### src/rtl/cam_cfg_sequencer_if.sv
// SCCB write-request channel between the config sequencer and the SCCB master.
//   sccb_req   : write request, held until accepted (req & ready)
//   sccb_reg   : register address, stable while req is high
//   sccb_val   : register value, stable while req is high
//   sccb_ready : master accepts the request in a cycle where req & ready
//   sccb_done  : one-cycle pulse when the accepted write completes
//   sccb_nack  : valid with sccb_done, 1 = slave NACK
// master modport = sequencer side, slave modport = SCCB master side.
interface cam_cfg_sequencer_if;
    logic       sccb_req;
    logic [7:0] sccb_reg;
    logic [7:0] sccb_val;
    logic       sccb_ready;
    logic       sccb_done;
    logic       sccb_nack;

    modport master (
        output sccb_req, sccb_reg, sccb_val,
        input  sccb_ready, sccb_done, sccb_nack
    );

    modport slave (
        input  sccb_req, sccb_reg, sccb_val,
        output sccb_ready, sccb_done, sccb_nack
    );
endinterface

### src/rtl/cam_cfg_sequencer.sv
// Camera register-configuration sequencer. Walks one profile of an external
// synchronous config ROM (address {profile, index}) and turns each 16-bit
// entry {reg, val} into an SCCB write, a timed delay (reg == FF) or the end
// of table (FFFF).
// Optional feature macro: CAM_CFG_RETRY_EN -- a NACKed write is re-issued up
// to MAX_RETRY times before error is flagged; MAX_RETRY exists only then.
// Ports:
//   clk, rstn        : clock, asynchronous active-low reset
//   start            : one-cycle pulse, accepted only when idle
//   profile_sel      : profile number latched on an accepted start
//   rom_addr         : ROM read address {profile, index}
//   rom_data         : ROM word, valid ROM_LAT cycles after rom_addr
//   sccb             : SCCB write channel (master side)
//   busy             : sequence in progress
//   done             : sequence finished, sticky until the next start
//   error            : NACK or missing terminator, sticky until the next start
//   entry_cnt        : number of register writes completed
module cam_cfg_sequencer #(
    parameter int unsigned ADDR_W     = 8,
    parameter int unsigned PROFILE_W  = 1,
    parameter int unsigned ROM_LAT    = 1,
`ifdef CAM_CFG_RETRY_EN
    parameter int unsigned MAX_RETRY  = 3,
`endif
    parameter int unsigned DELAY_UNIT = 100000
) (
    input  logic                        clk,
    input  logic                        rstn,
    input  logic                        start,
    input  logic [PROFILE_W-1:0]        profile_sel,
    output logic [PROFILE_W+ADDR_W-1:0] rom_addr,
    input  logic [15:0]                 rom_data,
    cam_cfg_sequencer_if.master         sccb,
    output logic                        busy,
    output logic                        done,
    output logic                        error,
    output logic [ADDR_W-1:0]           entry_cnt
);

    // val * DELAY_UNIT always fits in 8 + clog2(DELAY_UNIT) bits
    localparam int unsigned DLY_W    = 8 + $clog2(DELAY_UNIT);
    localparam int unsigned LAT_W    = 2;
    localparam logic [LAT_W-1:0] LAT_LAST = LAT_W'(ROM_LAT - 1);
`ifdef CAM_CFG_RETRY_EN
    localparam int unsigned RTY_W    = (MAX_RETRY > 0) ? $clog2(MAX_RETRY + 1) : 1;
`endif

    // Finishing a sequence drops straight back to IDLE with done set.
    typedef enum logic [2:0] {
        ST_IDLE, ST_FETCH, ST_DECODE, ST_WRITE, ST_WAIT, ST_DELAY, ST_NEXT
    } state_t;

    state_t                        state_q, state_d;
    logic [PROFILE_W-1:0]          profile_q, profile_d;
    logic [ADDR_W-1:0]             index_q, index_d;
    logic [LAT_W-1:0]              lat_q, lat_d;
    logic [DLY_W-1:0]              dly_q, dly_d;
    logic                          req_q, req_d;
    logic [7:0]                    reg_q, reg_d;
    logic [7:0]                    val_q, val_d;
    logic [PROFILE_W+ADDR_W-1:0]   rom_addr_d;
    logic                          busy_d, done_d, error_d;
    logic [ADDR_W-1:0]             entry_cnt_d;
`ifdef CAM_CFG_RETRY_EN
    logic [RTY_W-1:0]              retry_q, retry_d;
`endif

    assign sccb.sccb_req = req_q;
    assign sccb.sccb_reg = reg_q;
    assign sccb.sccb_val = val_q;

    // Next-state and next-output logic
    always_comb begin
        state_d     = state_q;
        profile_d   = profile_q;
        index_d     = index_q;
        lat_d       = lat_q;
        dly_d       = dly_q;
        req_d       = req_q;
        reg_d       = reg_q;
        val_d       = val_q;
        rom_addr_d  = rom_addr;
        busy_d      = busy;
        done_d      = done;
        error_d     = error;
        entry_cnt_d = entry_cnt;
`ifdef CAM_CFG_RETRY_EN
        retry_d     = retry_q;
`endif
        unique case (state_q)
            ST_IDLE: begin
                if (start) begin
                    profile_d   = profile_sel;
                    index_d     = '0;
                    entry_cnt_d = '0;
                    done_d      = 1'b0;
                    error_d     = 1'b0;
                    busy_d      = 1'b1;
                    rom_addr_d  = {profile_sel, ADDR_W'(0)};
                    lat_d       = '0;
                    state_d     = ST_FETCH;
                end
            end
            ST_FETCH: begin
                if (lat_q == LAT_LAST) begin
                    state_d = ST_DECODE;
                end else begin
                    lat_d = lat_q + LAT_W'(1);
                end
            end
            ST_DECODE: begin
`ifdef CAM_CFG_RETRY_EN
                retry_d = '0;
`endif
                if (rom_data == 16'hFFFF) begin
                    busy_d  = 1'b0;
                    done_d  = 1'b1;
                    state_d = ST_IDLE;
                end else if (rom_data[15:8] == 8'hFF) begin
                    // Counter runs val*DELAY_UNIT cycles; val 0 still takes one
                    if (rom_data[7:0] == 8'h00) begin
                        dly_d = '0;
                    end else begin
                        dly_d = DLY_W'(rom_data[7:0]) * DLY_W'(DELAY_UNIT) - DLY_W'(1);
                    end
                    state_d = ST_DELAY;
                end else begin
                    reg_d   = rom_data[15:8];
                    val_d   = rom_data[7:0];
                    req_d   = 1'b1;
                    state_d = ST_WRITE;
                end
            end
            ST_WRITE: begin
                // A done seen here precedes acceptance and is ignored
                if (sccb.sccb_ready) begin
                    req_d   = 1'b0;
                    state_d = ST_WAIT;
                end
            end
            ST_WAIT: begin
                if (sccb.sccb_done) begin
                    if (!sccb.sccb_nack) begin
                        entry_cnt_d = entry_cnt + ADDR_W'(1);
                        state_d     = ST_NEXT;
                    end else begin
`ifdef CAM_CFG_RETRY_EN
                        if (retry_q < RTY_W'(MAX_RETRY)) begin
                            retry_d = retry_q + RTY_W'(1);
                            req_d   = 1'b1;
                            state_d = ST_WRITE;
                        end else begin
                            error_d = 1'b1;
                            busy_d  = 1'b0;
                            done_d  = 1'b1;
                            state_d = ST_IDLE;
                        end
`else
                        error_d = 1'b1;
                        busy_d  = 1'b0;
                        done_d  = 1'b1;
                        state_d = ST_IDLE;
`endif
                    end
                end
            end
            ST_DELAY: begin
                if (dly_q == '0) begin
                    state_d = ST_NEXT;
                end else begin
                    dly_d = dly_q - DLY_W'(1);
                end
            end
            ST_NEXT: begin
                // Running off the end of the profile means no terminator
                if (index_q == '1) begin
                    error_d = 1'b1;
                    busy_d  = 1'b0;
                    done_d  = 1'b1;
                    state_d = ST_IDLE;
                end else begin
                    index_d    = index_q + ADDR_W'(1);
                    rom_addr_d = {profile_q, index_q + ADDR_W'(1)};
                    lat_d      = '0;
                    state_d    = ST_FETCH;
                end
            end
            default: begin
                state_d = ST_IDLE;
            end
        endcase
    end

    // State and output registers
    always_ff @(posedge clk or negedge rstn) begin
        if (!rstn) begin
            state_q   <= ST_IDLE;
            profile_q <= '0;
            index_q   <= '0;
            lat_q     <= '0;
            dly_q     <= '0;
            req_q     <= 1'b0;
            reg_q     <= '0;
            val_q     <= '0;
            rom_addr  <= '0;
            busy      <= 1'b0;
            done      <= 1'b0;
            error     <= 1'b0;
            entry_cnt <= '0;
`ifdef CAM_CFG_RETRY_EN
            retry_q   <= '0;
`endif
        end else begin
            state_q   <= state_d;
            profile_q <= profile_d;
            index_q   <= index_d;
            lat_q     <= lat_d;
            dly_q     <= dly_d;
            req_q     <= req_d;
            reg_q     <= reg_d;
            val_q     <= val_d;
            rom_addr  <= rom_addr_d;
            busy      <= busy_d;
            done      <= done_d;
            error     <= error_d;
            entry_cnt <= entry_cnt_d;
`ifdef CAM_CFG_RETRY_EN
            retry_q   <= retry_d;
`endif
        end
    end

endmodule

### src/flat_wrapper.sv
// flat-port wrapper written by rule: the top's interface ports become plain ports
module cam_cfg_sequencer_flat 
#(
    parameter int unsigned ADDR_W     = 8,
    parameter int unsigned PROFILE_W  = 1,
    parameter int unsigned ROM_LAT    = 1,

    parameter int unsigned DELAY_UNIT = 100000
)
  (clk, rstn, start, profile_sel, rom_addr, rom_data, busy, done, error, entry_cnt, sccb_sccb_req, sccb_sccb_reg, sccb_sccb_val, sccb_sccb_ready, sccb_sccb_done, sccb_sccb_nack);
  cam_cfg_sequencer_if sccb_i ();
  input  logic clk;
  input  logic rstn;
  input  logic start;
  input  logic [PROFILE_W-1:0] profile_sel;
  output logic [PROFILE_W+ADDR_W-1:0] rom_addr;
  input  logic [15:0] rom_data;
  output logic busy;
  output logic done;
  output logic error;
  output logic [ADDR_W-1:0] entry_cnt;
  output wire logic [$bits(sccb_i.sccb_req)-1:0] sccb_sccb_req;
  output wire logic [$bits(sccb_i.sccb_reg)-1:0] sccb_sccb_reg;
  output wire logic [$bits(sccb_i.sccb_val)-1:0] sccb_sccb_val;
  input wire logic [$bits(sccb_i.sccb_ready)-1:0] sccb_sccb_ready;
  input wire logic [$bits(sccb_i.sccb_done)-1:0] sccb_sccb_done;
  input wire logic [$bits(sccb_i.sccb_nack)-1:0] sccb_sccb_nack;
  assign sccb_sccb_req = sccb_i.sccb_req;
  assign sccb_sccb_reg = sccb_i.sccb_reg;
  assign sccb_sccb_val = sccb_i.sccb_val;
  assign sccb_i.sccb_ready = sccb_sccb_ready;
  assign sccb_i.sccb_done = sccb_sccb_done;
  assign sccb_i.sccb_nack = sccb_sccb_nack;
  cam_cfg_sequencer #(.ADDR_W(ADDR_W), .PROFILE_W(PROFILE_W), .ROM_LAT(ROM_LAT), .DELAY_UNIT(DELAY_UNIT)) u_core (.clk(clk), .rstn(rstn), .start(start), .profile_sel(profile_sel), .rom_addr(rom_addr), .rom_data(rom_data), .sccb(sccb_i), .busy(busy), .done(done), .error(error), .entry_cnt(entry_cnt));
endmodule
### config.mk
export PLATFORM = sky130hd
export DESIGN_NAME = cam_cfg_sequencer_flat
export DESIGN_NICKNAME = d
export VERILOG_FILES = /design/src/rtl/cam_cfg_sequencer_if.sv /design/src/rtl/cam_cfg_sequencer.sv /design/src/flat_wrapper.sv
export SDC_FILE = /design/constraint.sdc
export NUM_CORES = 1
export LEC_CHECK = 0
export CAP_MARGIN = 0
export CORE_UTILIZATION = 65
export CTS_CLUSTER_DIAMETER = 40
export CTS_CLUSTER_SIZE = 30
export DETAILED_ROUTE_END_ITERATION = 10
export DONT_BUFFER_PORTS = 1
export PLACE_DENSITY = 0.85
export REMOVE_ABC_BUFFERS = 1
export SLEW_MARGIN = 20
export SYNTH_ARGS = -nofsm -noshare
export SYNTH_HDL_FRONTEND = slang
export SYNTH_SLANG_ARGS = --single-unit
export TNS_END_PERCENT = 100
### constraint.sdc
create_clock -name clk -period 3.22 [get_ports clk]
set_input_delay 0.966 -clock clk [delete_from_list [all_inputs] [get_ports clk]]
set_output_delay 0.966 -clock clk [all_outputs]
set_load 0.01 [all_outputs]
; ---- Yosys cells after proc, flatten, opt, wreduce, memory -nomap -nowiden
; Cells that the tools add are included.
[totals]
regBits = 76
inputBits = 23
output_inout_bits = 37
[classes]
add_sub_neg = 5
n_mul = 1
n_eq_ne = 24
muxes = 45
bitwise_logic = 2
n_reduce_logical = 21
[ops]
columns = op, count
row1 = 25-bit two-way mux, 4
row2 = 25-bit case mux with 2 select lines, 1
row3 = "25-bit by 1-bit subtractor with 25-bit output, second input constant", 2
row4 = 8-bit two-way mux, 4
row5 = 8-bit case mux with 2 select lines, 2
row6 = 25-bit logical NOT, 1
row7 = 3-bit two-way mux, 8
row8 = 3-bit case mux with 7 select lines, 1
row9 = "8-bit by 12-bit multiplier with 20-bit output, second input constant", 1
row10 = "2-bit inequality test, second input constant", 10
row11 = 9-bit two-way mux, 2
row12 = 9-bit case mux with 2 select lines, 1
row13 = "8-bit by 1-bit adder with 8-bit output, second input constant", 2
row14 = "16-bit equality test, second input constant", 1
row15 = "8-bit equality test, second input constant", 2
row16 = 4-bit AND reduction, 4
row17 = 1-bit two-way mux, 14
row18 = "2-bit by 1-bit inequality test with 1-bit output, second input constant", 5
row19 = 5-bit AND reduction, 2
row20 = "3-bit equality test, second input constant", 3
row21 = 8-bit logical NOT, 1
row22 = 1-bit case mux with 4 select lines, 2
row23 = 2-bit nonzero test, 4
row24 = "3-bit by 2-bit equality test with 1-bit output, second input constant", 2
row25 = 14 further kinds, 19

; ---- Logic depth before layout (Yosys ltp)
[depth]
ltp_word = 6
ltp_mapped = 16

; ---- Worst setup path after synthesis
; Ideal clock, no wire load.
[synth_timing]
path_kind = input port to flip-flop
from = input rom_data[2]
to = register u_core.dly_q[24]
t_arrival_ns = 5.105
required_time_ns = 3.094
slack_ns = -2.011
cell_stages = 16
cell_sequence = ha_1 -> ha_1 -> inv_1 -> fa_1 -> inv_1 -> fa_1 -> ha_1 -> xor2_1 -> or4_4 -> o21bai_4 -> a2111oi_4 -> nand4_2 -> or4_4 -> nor4b_4 -> xnor2_1 -> o21ai_2
[synth_via]
elab_chain_cells = 6
[synth_rtl]
columns = item, line
row1 = "start, declared", flat_wrapper.sv:17  ; input logic [15:0] rom_data;
row2 = 8-bit by 12-bit multiplier with 20-bit output, cam_cfg_sequencer.sv:124  ; dly_d = DLY_W'(rom_data[7:0]) * DLY_W'(DELAY_UNIT) - DLY_W'(1);
row3 = 25-bit by 1-bit subtractor with 25-bit output, cam_cfg_sequencer.sv:124
row4 = 25-bit two-way mux, cam_cfg_sequencer.sv:121  ; if (rom_data[7:0] == 8'h00) begin
row5 = 25-bit two-way mux, cam_cfg_sequencer.sv:119  ; end else if (rom_data[15:8] == 8'hFF) begin
row6 = 25-bit two-way mux, cam_cfg_sequencer.sv:115  ; if (rom_data == 16'hFFFF) begin
row7 = 25-bit case mux with 2 select lines, cam_cfg_sequencer.sv:90  ; unique case (state_q)
row8 = "end signal, assigned", cam_cfg_sequencer.sv:218  ; dly_q <= dly_d;
row9 = "end, declared", cam_cfg_sequencer.sv:57  ; logic [DLY_W-1:0] dly_q, dly_d;
; Parallel ways exist; a longest one is shown, timed or not. The select of a mux whose other input is x is not followed.
; A chain may end at the register's enable or synchronous reset.

; ---- Worst setup path after layout
; Ends and elaborated chain as after synthesis.

==> out/results.txt <==
Overall Global Routing Usage - 0.3911
Max H-tree Level - 3
footprint of the multi-input gates - 3842 um2
Synth Warn # - 0
vias post-DR - 5685
unrepaired setup endpoints after global routing - true
cell count after placement - 766
fraction of layout instances using a drive strength above 1 - 0.2409
final wirelength - 18730 um
gr ovfl total - 0
final setup vio count - 14
Most flops, register - u_core.dly_q
initial antenna violation count - 0
number of port buffers - 0
DRT iter0 DRCs - 762
sequential cell area - 1702 um2
Arr. time, crit path - 5.22 ns
cell count after synthesis - 606
# DRC - 0
first-pass GRT wire length - 26000 um
Syn Area/Cell - 8.758 um2
Rows - 32
f_max - 200.0 MHz
Synth Flop Type - dfrtp_1
antenna cells - 0
PD cells - 865.6 nW/um2
Die X-Extent - 92.37 um
Die H - 92.37 um
Max-Cap Viols - 0
DR pass1 iterations - 6
layout filler cell count - 353
Post-CTS Hold Buffers - 0
outcome - finished, violations left
EDFF count, synth - 0
DPL Wire Length - 10520 um
final core occ - 0.8558
Post-Synthesis Cell Area - 5308 um2
Req. time, crit path - 3.44 ns
Yosys reg bits - 68
Num CTS Buffers - 9
clk sinks - 68
Hold Crit Class - in2async
Clk Latency, worst-skew pair - 0.34 ns
r2r worst-path depth - 8
kind of critical path - in2reg
Fin Clk Skew - 0.008873 ns
Reg clk slew, reported paths - 0.08 ns
failing checks - negative setup slack
Max Buffers Root-to-Sink - 2
max reg flops - 25
core area - 7807 um2
initial core utilization - 0.6798
Final WS setup - -1.780 ns
antenna-violating nets left - 0
Hold WS - 0.3143 ns
area delta synth->final - 25.88%
Final min period - 5.000 ns
Post-Place Setup Slack - -2.141 ns
post-DR wirelength/cell - 23.68 um
drt via density - 7.187
die area - 8531 um2
Rel. slew slack - 0.5167
Max IR drop VDD - 0.5418 mV
vias in the first global route - 5456
Nets - 781
largest net degree at the start of global routing - 69
placer's final routability congestion estimate - 0.9291
Slew @ Worst Pin - 0.7137 ns
part of the cycle the worst path needs - 1.553
final hold vios - 0
CP Max Fanout - 5
asr flop ratio synth - 1.000
total leakage power - 3.088 nW
Netlist cell types - 59
Layout Cells excl Fill - 791
Setup crit end kind - flip-flop
register area share after synthesis - 0.3206
Slew Viols, Final - 0
power consumption - 5.783 mW
Startpoint Class - primary input
Clock Tree Root - clkbuf_8
I/O pins - 60
CTS tree - yes
[where the power goes]
| part | leakage [nW] | switching [mW] | internal [mW] |
|---|---|---|---|
| clock network | 0.116 | 0.345 | 0.457 |
| logic | 2.11 | 1.95 | 1.40 |
| registers | 0.857 | 0.430 | 1.20 |
| total | 3.09 | 2.72 | 3.06 |
[final cells by class]
type	instances	share of cell area
inverter	32	0.01798
sequential	68	0.2547
clock inverter	6	0.01311
clock buffer	10	0.02060
tap	102	0.01910
multi-input combinational	489	0.5751
timing repair buffer	84	0.09944
[final timing paths]
| kind | startpoint | end | slack (ns) |
|---|---|---|---|
| max reg2reg | u_core.dly_q[13]$_DFFE_PN0P_ | u_core.dly_q[19]$_DFFE_PN0P_ | -0.01 |
| min | rstn | u_core.dly_q[5]$_DFFE_PN0P_ | 0.31 |
| min reg2reg | u_core.profile_q$_DFFE_PN0P_ | u_core.profile_q$_DFFE_PN0P_ | 0.50 |
| max | rom_data[2] | u_core.dly_q[24]$_DFFE_PN0P_ | -1.78 |
| max in group asynchronous | rstn | u_core.sccb.sccb_req$_DFFE_PN0P_ | 2.80 |
| min in group clk | u_core.profile_q$_DFFE_PN0P_ | u_core.profile_q$_DFFE_PN0P_ | 0.50 |
[critical path, cell delays in order]
cell       delay (ns)
ha_4             0.23
ha_4             0.26
inv_2            0.03
fa_1             0.50
inv_1            0.06
fa_1             0.48
ha_4             0.34
buf_6            0.11
nand4b_1         0.25
a21o_1           0.34
a2111oi_4        0.49
nand4_2          0.17
or4_4            0.48
nor4b_4          0.27
xnor2_1          0.17
o21ai_2          0.06
[cells by family after synthesis]
logic type,share of synthesized area
and+or+nand+nor,0.1997
AOI/OAI and AO/OA,0.1881
adders and majority gates,0.1914
DFF,0.3206
buffers and inverters,0.03536
xor gates and xnor gates,0.06270
muxes,0.002121
[synthesized netlist by cell type, drive strengths merged (16+ instances only)]
library cell  count  area (um2)
a21oi            43       215.2
clkbuf           16       62.56
dfrtp            68        1702
ha               62       775.7
inv              32       120.1
nand2            68       255.2
nor2             62       232.7
o21ai            64       331.6
xnor2            16       140.1
xor2             22       192.7
[stage by stage]
| step | setup TNS [ns] | instance area (um2) |
|---|---|---|
| floorplan | -19.75 | 5240 |
| global placement | -22.03 | 5931 |
| detailed placement | -23.66 | 5931 |
| CTS | -14.39 | 6472 |
| global route | -19.23 | 6681 |
| finish | -17.92 | 6681 |
[per-layer routing]
layer	part of all wire	track usage
met1	0.31	0.4250
met2	0.48	0.6840
met3	0.11	0.08785
met4	0.10	0.2513
met5	0	0
[cells in the final DEF (no fill, tap or decap), types with 6 or more instances in the layout]
cell type	synthesis	layout
buf_4	0	75
dfrtp_1	68	68
nand2_1	68	67
nor2_1	62	57
o21ai_0	61	55
ha_1	62	52
a21oi_1	43	39
inv_1	32	31
xor2_1	22	20
fa_1	12	11
nand3_1	12	10
nor3_1	12	10
or3_1	12	10
ha_4	0	10
clkbuf_8	0	10
buf_6	0	9
xnor2_1	16	8
xnor2_2	0	8
nand4_1	7	7
o211ai_1	6	6
[timing repair]
item                                    in CTS  in global routing
resized for setup                           52                 28
pin swaps                                   27                 26
buffers inserted                             5                  6
endpoints found under the setup margin      14                 24
(Power assumes the default switching activity.)
==> RTL change, RTL diff (config.mk and constraints unchanged) <==
Re-encode `state_t` (7 states) as Gray code, 3 bits wide.
--- a/src/rtl/cam_cfg_sequencer.sv
+++ b/src/rtl/cam_cfg_sequencer.sv
@@ -47,7 +47,7 @@
 
     // Finishing a sequence drops straight back to IDLE with done set.
     typedef enum logic [2:0] {
-        ST_IDLE, ST_FETCH, ST_DECODE, ST_WRITE, ST_WAIT, ST_DELAY, ST_NEXT
+        ST_IDLE = 3'b000, ST_FETCH = 3'b001, ST_DECODE = 3'b011, ST_WRITE = 3'b010, ST_WAIT = 3'b110, ST_DELAY = 3'b111, ST_NEXT = 3'b101
     } state_t;
 
     state_t                        state_q, state_d;
Function: same outputs for any inputs over 10 cycles, from zero or initial values and one cycle with rstn low; not proved beyond that.
==> RTL change against the unedited design <==
The flow still finishes with violations (setup timing). Wire length up 21%. Synthesized area is 2.0% higher. Sequential cell count is the same. Maximum frequency up 0.51%. Total power rose by 7.5%. Setup slack improved by 0.026 ns. Non-clock buffer count up 27. Clock skew rose by 0.0056 ns. Register-to-register slack got worse by 0.02 ns. Design area up 4.7%. Critical path type unchanged. Largest cell class unchanged.
==> RTL change: results (changes against the unedited design) <==
syn-instance-count: 599  # -1.2%
wl_mm: 22.7  # +21%
fill_cells: 266  # -25%
dp_cells: 769  # +0.39%
gr-usage-met2: 0.727  # +0.0434
setup_violations: 14  # unchanged
r2r_start: "u_core.state_q[0]$_DFFE_PN0P_"
outcome: "finished, violations left"
route.top_layer_used: "met5"
worstMarginPinSlew_ns: 0.808  # +0.0946 ns
place_hpwl_mm: 10.3  # -1.7%
violations: "setup timing"
placed_area_um2: 6120  # +3.2%
synth-xor-area-share: 0.0664  # +0.00365
clk_pin_slew_ns: 0.10  # +0.02 ns
post_cts_resized: 64  # +23%
synthTopCellsByArea: "dfrtp_1 31%, ha_1 14%, nor2_1 4.6%"
clk_latency_ns: 0.37  # +0.03 ns
synth_compound_area_frac: 0.181  # -0.00754
stdcell_count: 809  # +2.3%
muxShareOfSynthArea: 0.0227  # +0.0205
fin_ws_ns: -1.75  # +0.0256 ns
wl_met2_mm: 9.71  # +9.1%
grt_use_total: 0.423  # +0.0323
crit_path_start: "rom_data[4]"
grt_util_met1: 0.478  # +0.0527
whs_ns: 0.280  # -0.0347 ns
drive_gt1_frac: 0.308  # +0.0674
post_cts_buffers: 20  # +15
post_synth_fa_ha_maj_area_fraction: 0.188  # -0.00367
seq_area_frac_synth: 0.314  # -0.00615
globalplace.congestion: 0.852  # -8.3%
worst-r2r-cell-count: 7  # -1
synthTopCellsByCount: "68 x dfrtp_1, 66 x nor2_1, 62 x ha_1"
yosysUniqueCellTypes: 70  # +19%
vdd_drop_max_v: 0.000549  # +1.4%
ff2ff_setup_slack_ns: -0.03  # -0.02 ns
wl_met1_mm: 6.92  # +18%
drt_iter0_drc: 1240  # +63%
grt_use_met3: 0.0870  # -0.000857
r2r_end: "u_core.dly_q[14]$_DFFE_PN0P_"
grt_pass1_vias: 5694  # +4.4%
nets: 799  # +2.3%
-- RTL change: cell type report --
class	instances	area, um^2	share of cell area
multi-input cells	485	4030	0.576
flip-flops and latches	68	1700	0.243
repair buffers	111	860	0.123
well taps	102	128	0.0183
clock buffers	9	124	0.0177
inverters	27	101	0.0145
clock inverters	7	51.3	0.00734
-- RTL change: how the worst max path moves through the flow --
stage / end / depth (start not counted)
after floorplan: u_core.dly_q[23]$_DFFE_PN0P_ / 14
after global placement: u_core.dly_q[23]$_DFFE_PN0P_ / 16
after detailed placement: u_core.dly_q[23]$_DFFE_PN0P_ / 16
after CTS: u_core.dly_q[23]$_DFFE_PN0P_ / 16
after global routing: u_core.dly_q[24]$_DFFE_PN0P_ / 20
final: u_core.dly_q[23]$_DFFE_PN0P_ / 17
-- RTL change: report_power, final --
part | internal [mW] | switching (mW) | total, mW
combinational | 1.69 | 2.18 | 3.87
clock | 0.282 | 0.398 | 0.680
sequential | 1.17 | 0.491 | 1.66
total | 3.14 | 3.07 | 6.22
